==> config.mk <==
export PLATFORM = sky130hd
export DESIGN_NAME = csr_unit_flat
export DESIGN_NICKNAME = d
export VERILOG_FILES = /design/src/rtl/csr_unit_if.sv /design/src/rtl/csr_unit.sv /design/src/flat_wrapper.sv
export SDC_FILE = /design/constraint.sdc
export NUM_CORES = 1
export LEC_CHECK = 0
export CAP_MARGIN = 30
export CORE_ASPECT_RATIO = 0.9
export CORE_UTILIZATION = 31
export CTS_CLUSTER_SIZE = 16
export DETAILED_ROUTE_END_ITERATION = 16
export PLACE_DENSITY = 0.83
export SLEW_MARGIN = 25
export SYNTH_ARGS = -nofsm -noshare
export SYNTH_HDL_FRONTEND = slang
export SYNTH_SLANG_ARGS = --single-unit
==> constraint.sdc <==
create_clock -name i_clk -period 3.25 [get_ports i_clk]
set_clock_uncertainty 0.15 [all_clocks]
set_input_delay 0.65 -clock i_clk [delete_from_list [all_inputs] [get_ports i_clk]]
set_output_delay 0.65 -clock i_clk [all_outputs]
set_load 0.005 [all_outputs]
==> src/rtl/csr_unit_if.sv <==
// CSR access bus between the execute-stage decoder and csr_unit.
// master drives address/op/write/data; slave returns read data and illegal.
`timescale 1ns/1ps
interface csr_unit_if #(
  parameter int XLEN = 32
);
  logic [11:0]     csr_addr;
  logic [1:0]      csr_op;
  logic            csr_write;
  logic [XLEN-1:0] wr_data;
  logic [XLEN-1:0] rd_data;
  logic            illegal;

  modport master (
    output csr_addr, csr_op, csr_write, wr_data,
    input  rd_data, illegal
  );

  modport slave (
    input  csr_addr, csr_op, csr_write, wr_data,
    output rd_data, illegal
  );
endinterface

==> src/rtl/csr_unit.sv <==
// FP CSRs (fflags/frm/fcsr), optional counters + mcountinhibit (CSR_COUNTERS_EN).
// Ports: i_clk, i_rst_n, bus (csr_unit_if.slave), i_fp_valid/flags, i_retire_cnt, o_frm.
`timescale 1ns/1ps
module csr_unit #(
  parameter int XLEN         = 32,
  parameter int NUM_FP_PORTS = 2,
  parameter int NUM_RETIRE   = 1
) (
  input  logic                             i_clk,
  input  logic                             i_rst_n,
  csr_unit_if.slave                        bus,
  input  logic [NUM_FP_PORTS-1:0]          i_fp_valid,
  input  logic [5*NUM_FP_PORTS-1:0]        i_fp_flags,
  input  logic [$clog2(NUM_RETIRE+1)-1:0]  i_retire_cnt,
  output logic [2:0]                       o_frm
);

  logic [4:0]      fflags_q;
  logic [2:0]      frm_q;
  logic [4:0]      acc;
  logic [XLEN-1:0] rd;
  logic [XLEN-1:0] wdata;
  logic            mapped;
  logic            we;
  logic            we_ffl;
  logic            we_frm;
  logic            we_fcsr;
  logic            unused_ok;

`ifdef CSR_COUNTERS_EN
  logic [63:0] cyc_q;
  logic [63:0] ins_q;
  logic        cy_inh_q;
  logic        ir_inh_q;
  logic        we_inh;
  logic        we_clo;
  logic        we_chi;
  logic        we_ilo;
  logic        we_ihi;
`endif

  always_comb begin
    acc = '0;
    for (int p = 0; p < NUM_FP_PORTS; p++)
      if (i_fp_valid[p])
        acc = acc | i_fp_flags[5*p +: 5];
  end

  always_comb begin
    rd     = '0;
    mapped = 1'b1;
    unique case (bus.csr_addr)
      12'h001: rd = XLEN'(fflags_q);
      12'h002: rd = XLEN'(frm_q);
      12'h003: rd = XLEN'({frm_q, fflags_q});
`ifdef CSR_COUNTERS_EN
      12'h320: rd = XLEN'({ir_inh_q, 1'b0, cy_inh_q});
      12'hB00, 12'hC00: rd = cyc_q[XLEN-1:0];
      12'hB02, 12'hC02: rd = ins_q[XLEN-1:0];
      12'hB80, 12'hC80:
        if (XLEN == 32) rd = XLEN'(cyc_q[63:32]);
        else mapped = 1'b0;
      12'hB82, 12'hC82:
        if (XLEN == 32) rd = XLEN'(ins_q[63:32]);
        else mapped = 1'b0;
`endif
      default: mapped = 1'b0;
    endcase
  end

  // 0xCxx are the read-only user counter aliases
  assign bus.rd_data = rd;
  assign bus.illegal = ~mapped |
    (bus.csr_write & (bus.csr_addr[11:8] == 4'hC));

  always_comb begin
    unique case (bus.csr_op)
      2'b01:   wdata = rd | bus.wr_data;
      2'b10:   wdata = rd & ~bus.wr_data;
      default: wdata = bus.wr_data;
    endcase
  end

  assign we      = bus.csr_write & ~bus.illegal;
  assign we_ffl  = we & (bus.csr_addr == 12'h001);
  assign we_frm  = we & (bus.csr_addr == 12'h002);
  assign we_fcsr = we & (bus.csr_addr == 12'h003);
  assign o_frm   = frm_q;

  // Flags are sticky: written (or held) value OR this cycle's reports
  always_ff @(posedge i_clk or negedge i_rst_n) begin
    if (!i_rst_n) begin
      fflags_q <= '0;
      frm_q    <= '0;
    end else begin
      fflags_q <= ((we_ffl | we_fcsr) ? wdata[4:0] : fflags_q) | acc;
      if (we_frm)
        frm_q <= wdata[2:0];
      else if (we_fcsr)
        frm_q <= wdata[7:5];
    end
  end

`ifdef CSR_COUNTERS_EN
  assign we_inh = we & (bus.csr_addr == 12'h320);
  assign we_clo = we & (bus.csr_addr == 12'hB00);
  assign we_chi = we & (bus.csr_addr == 12'hB80);
  assign we_ilo = we & (bus.csr_addr == 12'hB02);
  assign we_ihi = we & (bus.csr_addr == 12'hB82);

  // A half-write freezes the other half for that cycle (no carry)
  function automatic logic [63:0] cnt_next(
    input logic [63:0]     cur,
    input logic [63:0]     inc,
    input logic            wlo,
    input logic            whi,
    input logic [XLEN-1:0] wd
  );
    logic [63:0] n;
    n = cur + inc;
    if (wlo)
      n = (XLEN == 64) ? 64'(wd) : {cur[63:32], wd[31:0]};
    else if (whi)
      n = {wd[31:0], cur[31:0]};
    return n;
  endfunction

  always_ff @(posedge i_clk or negedge i_rst_n) begin
    if (!i_rst_n) begin
      cyc_q    <= '0;
      ins_q    <= '0;
      cy_inh_q <= 1'b0;
      ir_inh_q <= 1'b0;
    end else begin
      cyc_q <= cnt_next(cyc_q, {63'd0, ~cy_inh_q},
                        we_clo, we_chi, wdata);
      ins_q <= cnt_next(ins_q,
                        ir_inh_q ? 64'd0 : 64'(i_retire_cnt),
                        we_ilo, we_ihi, wdata);
      if (we_inh) begin
        cy_inh_q <= wdata[0];
        ir_inh_q <= wdata[2];
      end
    end
  end
`endif

  assign unused_ok = ^{i_retire_cnt, wdata};

endmodule
==> src/flat_wrapper.sv <==
// flat-port wrapper written by rule: the top's interface ports become plain ports
module csr_unit_flat 
#(
  parameter int XLEN         = 32,
  parameter int NUM_FP_PORTS = 2,
  parameter int NUM_RETIRE   = 1
)
  (i_clk, i_rst_n, i_fp_valid, i_fp_flags, i_retire_cnt, o_frm, bus_csr_addr, bus_csr_op, bus_csr_write, bus_wr_data, bus_rd_data, bus_illegal);
  csr_unit_if #(.XLEN(XLEN)) bus_i ();
  input  logic i_clk;
  input  logic i_rst_n;
  input  logic [NUM_FP_PORTS-1:0] i_fp_valid;
  input  logic [5*NUM_FP_PORTS-1:0] i_fp_flags;
  input  logic [$clog2(NUM_RETIRE+1)-1:0] i_retire_cnt;
  output logic [2:0] o_frm;
  input wire logic [$bits(bus_i.csr_addr)-1:0] bus_csr_addr;
  input wire logic [$bits(bus_i.csr_op)-1:0] bus_csr_op;
  input wire logic [$bits(bus_i.csr_write)-1:0] bus_csr_write;
  input wire logic [$bits(bus_i.wr_data)-1:0] bus_wr_data;
  output wire logic [$bits(bus_i.rd_data)-1:0] bus_rd_data;
  output wire logic [$bits(bus_i.illegal)-1:0] bus_illegal;
  assign bus_i.csr_addr = bus_csr_addr;
  assign bus_i.csr_op = bus_csr_op;
  assign bus_i.csr_write = bus_csr_write;
  assign bus_i.wr_data = bus_wr_data;
  assign bus_rd_data = bus_i.rd_data;
  assign bus_illegal = bus_i.illegal;
  csr_unit #(.XLEN(XLEN), .NUM_FP_PORTS(NUM_FP_PORTS), .NUM_RETIRE(NUM_RETIRE)) u_core (.i_clk(i_clk), .i_rst_n(i_rst_n), .bus(bus_i), .i_fp_valid(i_fp_valid), .i_fp_flags(i_fp_flags), .i_retire_cnt(i_retire_cnt), .o_frm(o_frm));
endmodule
==> results.yml, run 1 <==
grt:
  grt_util_all_layers: 0.171
  grt_start_max_net_pins: 11
  antenna_found_initial: 0
  grt_overflow: 0
  grt_pass1_vias: 930
  grt_pass1_wl_mm: 4.06
sta:
  period_minus_slack_ps: 3200
  period_share: 0.983
  hold_violations: 0
  drv_slew: 0
  timing.hold.ws_ps: 337
  worst_slack_ps: 54.6
  grt_setup_unrepaired: "false"
  max_freq_ghz: 0.313
  setup_viol: 0
clocking:
  cts_tree: "done"
  clk_pin_slew_ps: 50
  cts_root_buf: "clkbuf_4"
  htree_levels: 1
  clk_latency_ps: 250
  postCtsHoldBufs: 0
  numCtsBuffers: 3
  clkSinkCount: 8
  cts_max_path_buffers: 2
floorplanning:
  die_h_um: 54.5
  io_pins: 98
  die-area_um2: 3290
  initial_core_util: 0.335
  core_um2: 2840
  rows: 18
  die_x_um: 60.4
synthesis:
  synthCells: 112
  yosysTopAreaCell: "dfrtp_1"
  synth_area_per_cell_um2: 8.49
  ys_seq_elements: 8
  synth-main-ff-cell: "dfrtp_1"
  netlist_top_cells_count: "buf_4, dfrtp_1, o21ai_0, and2_1, nor2b_1"
  ys_warn_count: 0
  yosysUniqueCellTypes: 37
  synth_edf_count: 0
  synth_top_area_share: 0.211
  async_reset_ff_frac: 1.00
  netlist_area_um2: 951
  yosys.cell_count.top_type: "buf_4"
  ys_top_cells_by_area: "dfrtp_1, buf_4, a32oi_1, nor4_4, and2_1"
  seq_area_frac_synth: 0.211
min_path:
  hold_class: "flip-flop to flip-flop"
finish:
  syn_to_final_growth_pct: 54.2
  drive_gt1_frac: 0.121
  nNetsFinal: 231
  antennaDiodeCount: 0
  multiInputGateArea_um2: 652
  fillCellCount: 288
  finish.utilization: 0.517
  fin_area_um2: 1470
  seqCellArea_um2: 200
drt:
  avgRoutedWirePerCell_um: 13.9
  dr.pass1.iters: 4
  vias: 1028
  postRouteAntennaNets: 0
  wl_mm: 2.86
  remaining_drc_errors: 0
  vias_per_cell: 5.01
  drt_iter0_markers: 36
power_and_ir_drop:
  p_per_area_nw_per_um2: 190
  vdd_drop_max_mv: 0.140
  p_total_mw: 0.279
  cellLeakagePower_nw: 0.637
placed_design:
  placed_area_um2: 1410
  post-dp-hpwl_mm: 2.30
  gp_congestion: 0.827
  portBuffers: 48
  dpl_worst_slack_ps: -18.4
worst_setup_path:
  timing_worst_setup_path_type: "input port to primary output"
  setup.worst_path.start_class: "input port"
  cp_max_fo: 5
  end_kind: "primary output"
  cp.required_ps: 2450
  r2r_slack_ps: 1790
  crit_arrival_ps: 2400
job:
  maxCapViolCount: 0
run_status:
  status: "finished clean"
layout make-up:
| type | instances | share of cell area |
|---|---|---|
| flip-flops and latches | 8 | 0.137 |
| multi-input cells | 96 | 0.445 |
| inverters | 5 | 0.0128 |
| clock buffers | 3 | 0.0154 |
| well taps | 40 | 0.0341 |
| repair buffers | 53 | 0.357 |
cell families after synthesis:
logic type / synth area share
other: 0.00394
adders and majority gates: 0.0263
DFF: 0.211
and+or+nand+nor: 0.271
AOI/OAI and AO/OA: 0.266
buffers and inverters: 0.222
metrics by stage:
| stage | setup TNS [ps] | instances |
|---|---|---|
| floorplan | 0 | 135 |
| global placement | 0 | 200 |
| detailed placement | -50.5 | 200 |
| CTS | 0 | 203 |
| global route | 0 | 205 |
| finish | 0 | 205 |
cells in the final DEF (no fill, tap or decap), types with 2 or more instances in the layout:
| cell | synthesis | layout |
|---|---|---|
| clkdlybuf4s50_1 | 0 | 46 |
| conb_1 | 1 | 24 |
| dfrtp_1 | 8 | 8 |
| o21ai_0 | 7 | 7 |
| and2_1 | 6 | 6 |
| nor2b_1 | 6 | 6 |
| inv_1 | 5 | 5 |
| a32oi_1 | 5 | 5 |
| buf_4 | 24 | 5 |
| nor2_1 | 4 | 4 |
| and3_1 | 4 | 4 |
| o21ai_1 | 4 | 4 |
| nor4_4 | 2 | 3 |
| a22o_1 | 3 | 3 |
| a222oi_1 | 3 | 3 |
| clkbuf_4 | 0 | 3 |
| nand2_1 | 2 | 2 |
| nand4_2 | 2 | 2 |
| a21oi_1 | 2 | 2 |
| a22oi_1 | 2 | 2 |
| o221a_2 | 2 | 2 |
| ha_1 | 2 | 2 |
| dlymetal6s2s_1 | 0 | 2 |
report_power, final:
part	total [mW]	leakage (nW)	internal, mW	switching [mW]
combinational	0.105	0.538	0.0567	0.0482
clock	0.0736	0.0138	0.0421	0.0315
sequential	0.100	0.0856	0.100	0.000373
total	0.279	0.637	0.199	0.0801
path summary, 6_finish.rpt:
| path | start | cells after the start | end |
|---|---|---|---|
| max in group asynchronous | i_rst_n | 1 | u_core.o_frm[0] |
| hold / removal | u_core.fflags_q[3] | 1 | u_core.fflags_q[3] |
| hold reg to reg | u_core.fflags_q[3] | 1 | u_core.fflags_q[3] |
| setup / recovery | bus_csr_addr[4] | 5 | bus_rd_data[2] |
| setup reg to reg | u_core.o_frm[2] | 4 | u_core.o_frm[2] |
| min in group asynchronous | i_rst_n | 1 | u_core.fflags_q[0] |
timing repair:
item / CTS / global route
buffers inserted: 0 / 1
setup endpoints to repair: 4 / 8
pin swaps: 1 / 3
cloned: 0 / 1
gates resized for setup: 2 / 3
worst max-delay path, stage by stage:
cell,delay [ps]
clkdlybuf4s50_1,470
nor4_4,340
and3_2,290
and2_1,140
clkdlybuf4s50_1,500
state kept, by name (all words and copies together), names as in the netlist:
register / count
u_core.o_frm: 3
u_core.fflags_q: 5
per-layer routing:
layer,vias up,global-route usage,share of wire
met5,-,0,0
met4,0,0.0853,0.017
met3,6,0.0378,0.061
met2,46,0.313,0.51
met1,490,0.185,0.41
li1,486,-,-
Note: power is estimated with default switching activity, not from simulation.
==> inputs of run 2 (changes only) <==
CAP_MARGIN = default   (was 30)
==> results of run 2 <==
No change in the layout: final DEF, timing and power equal those of run 1.
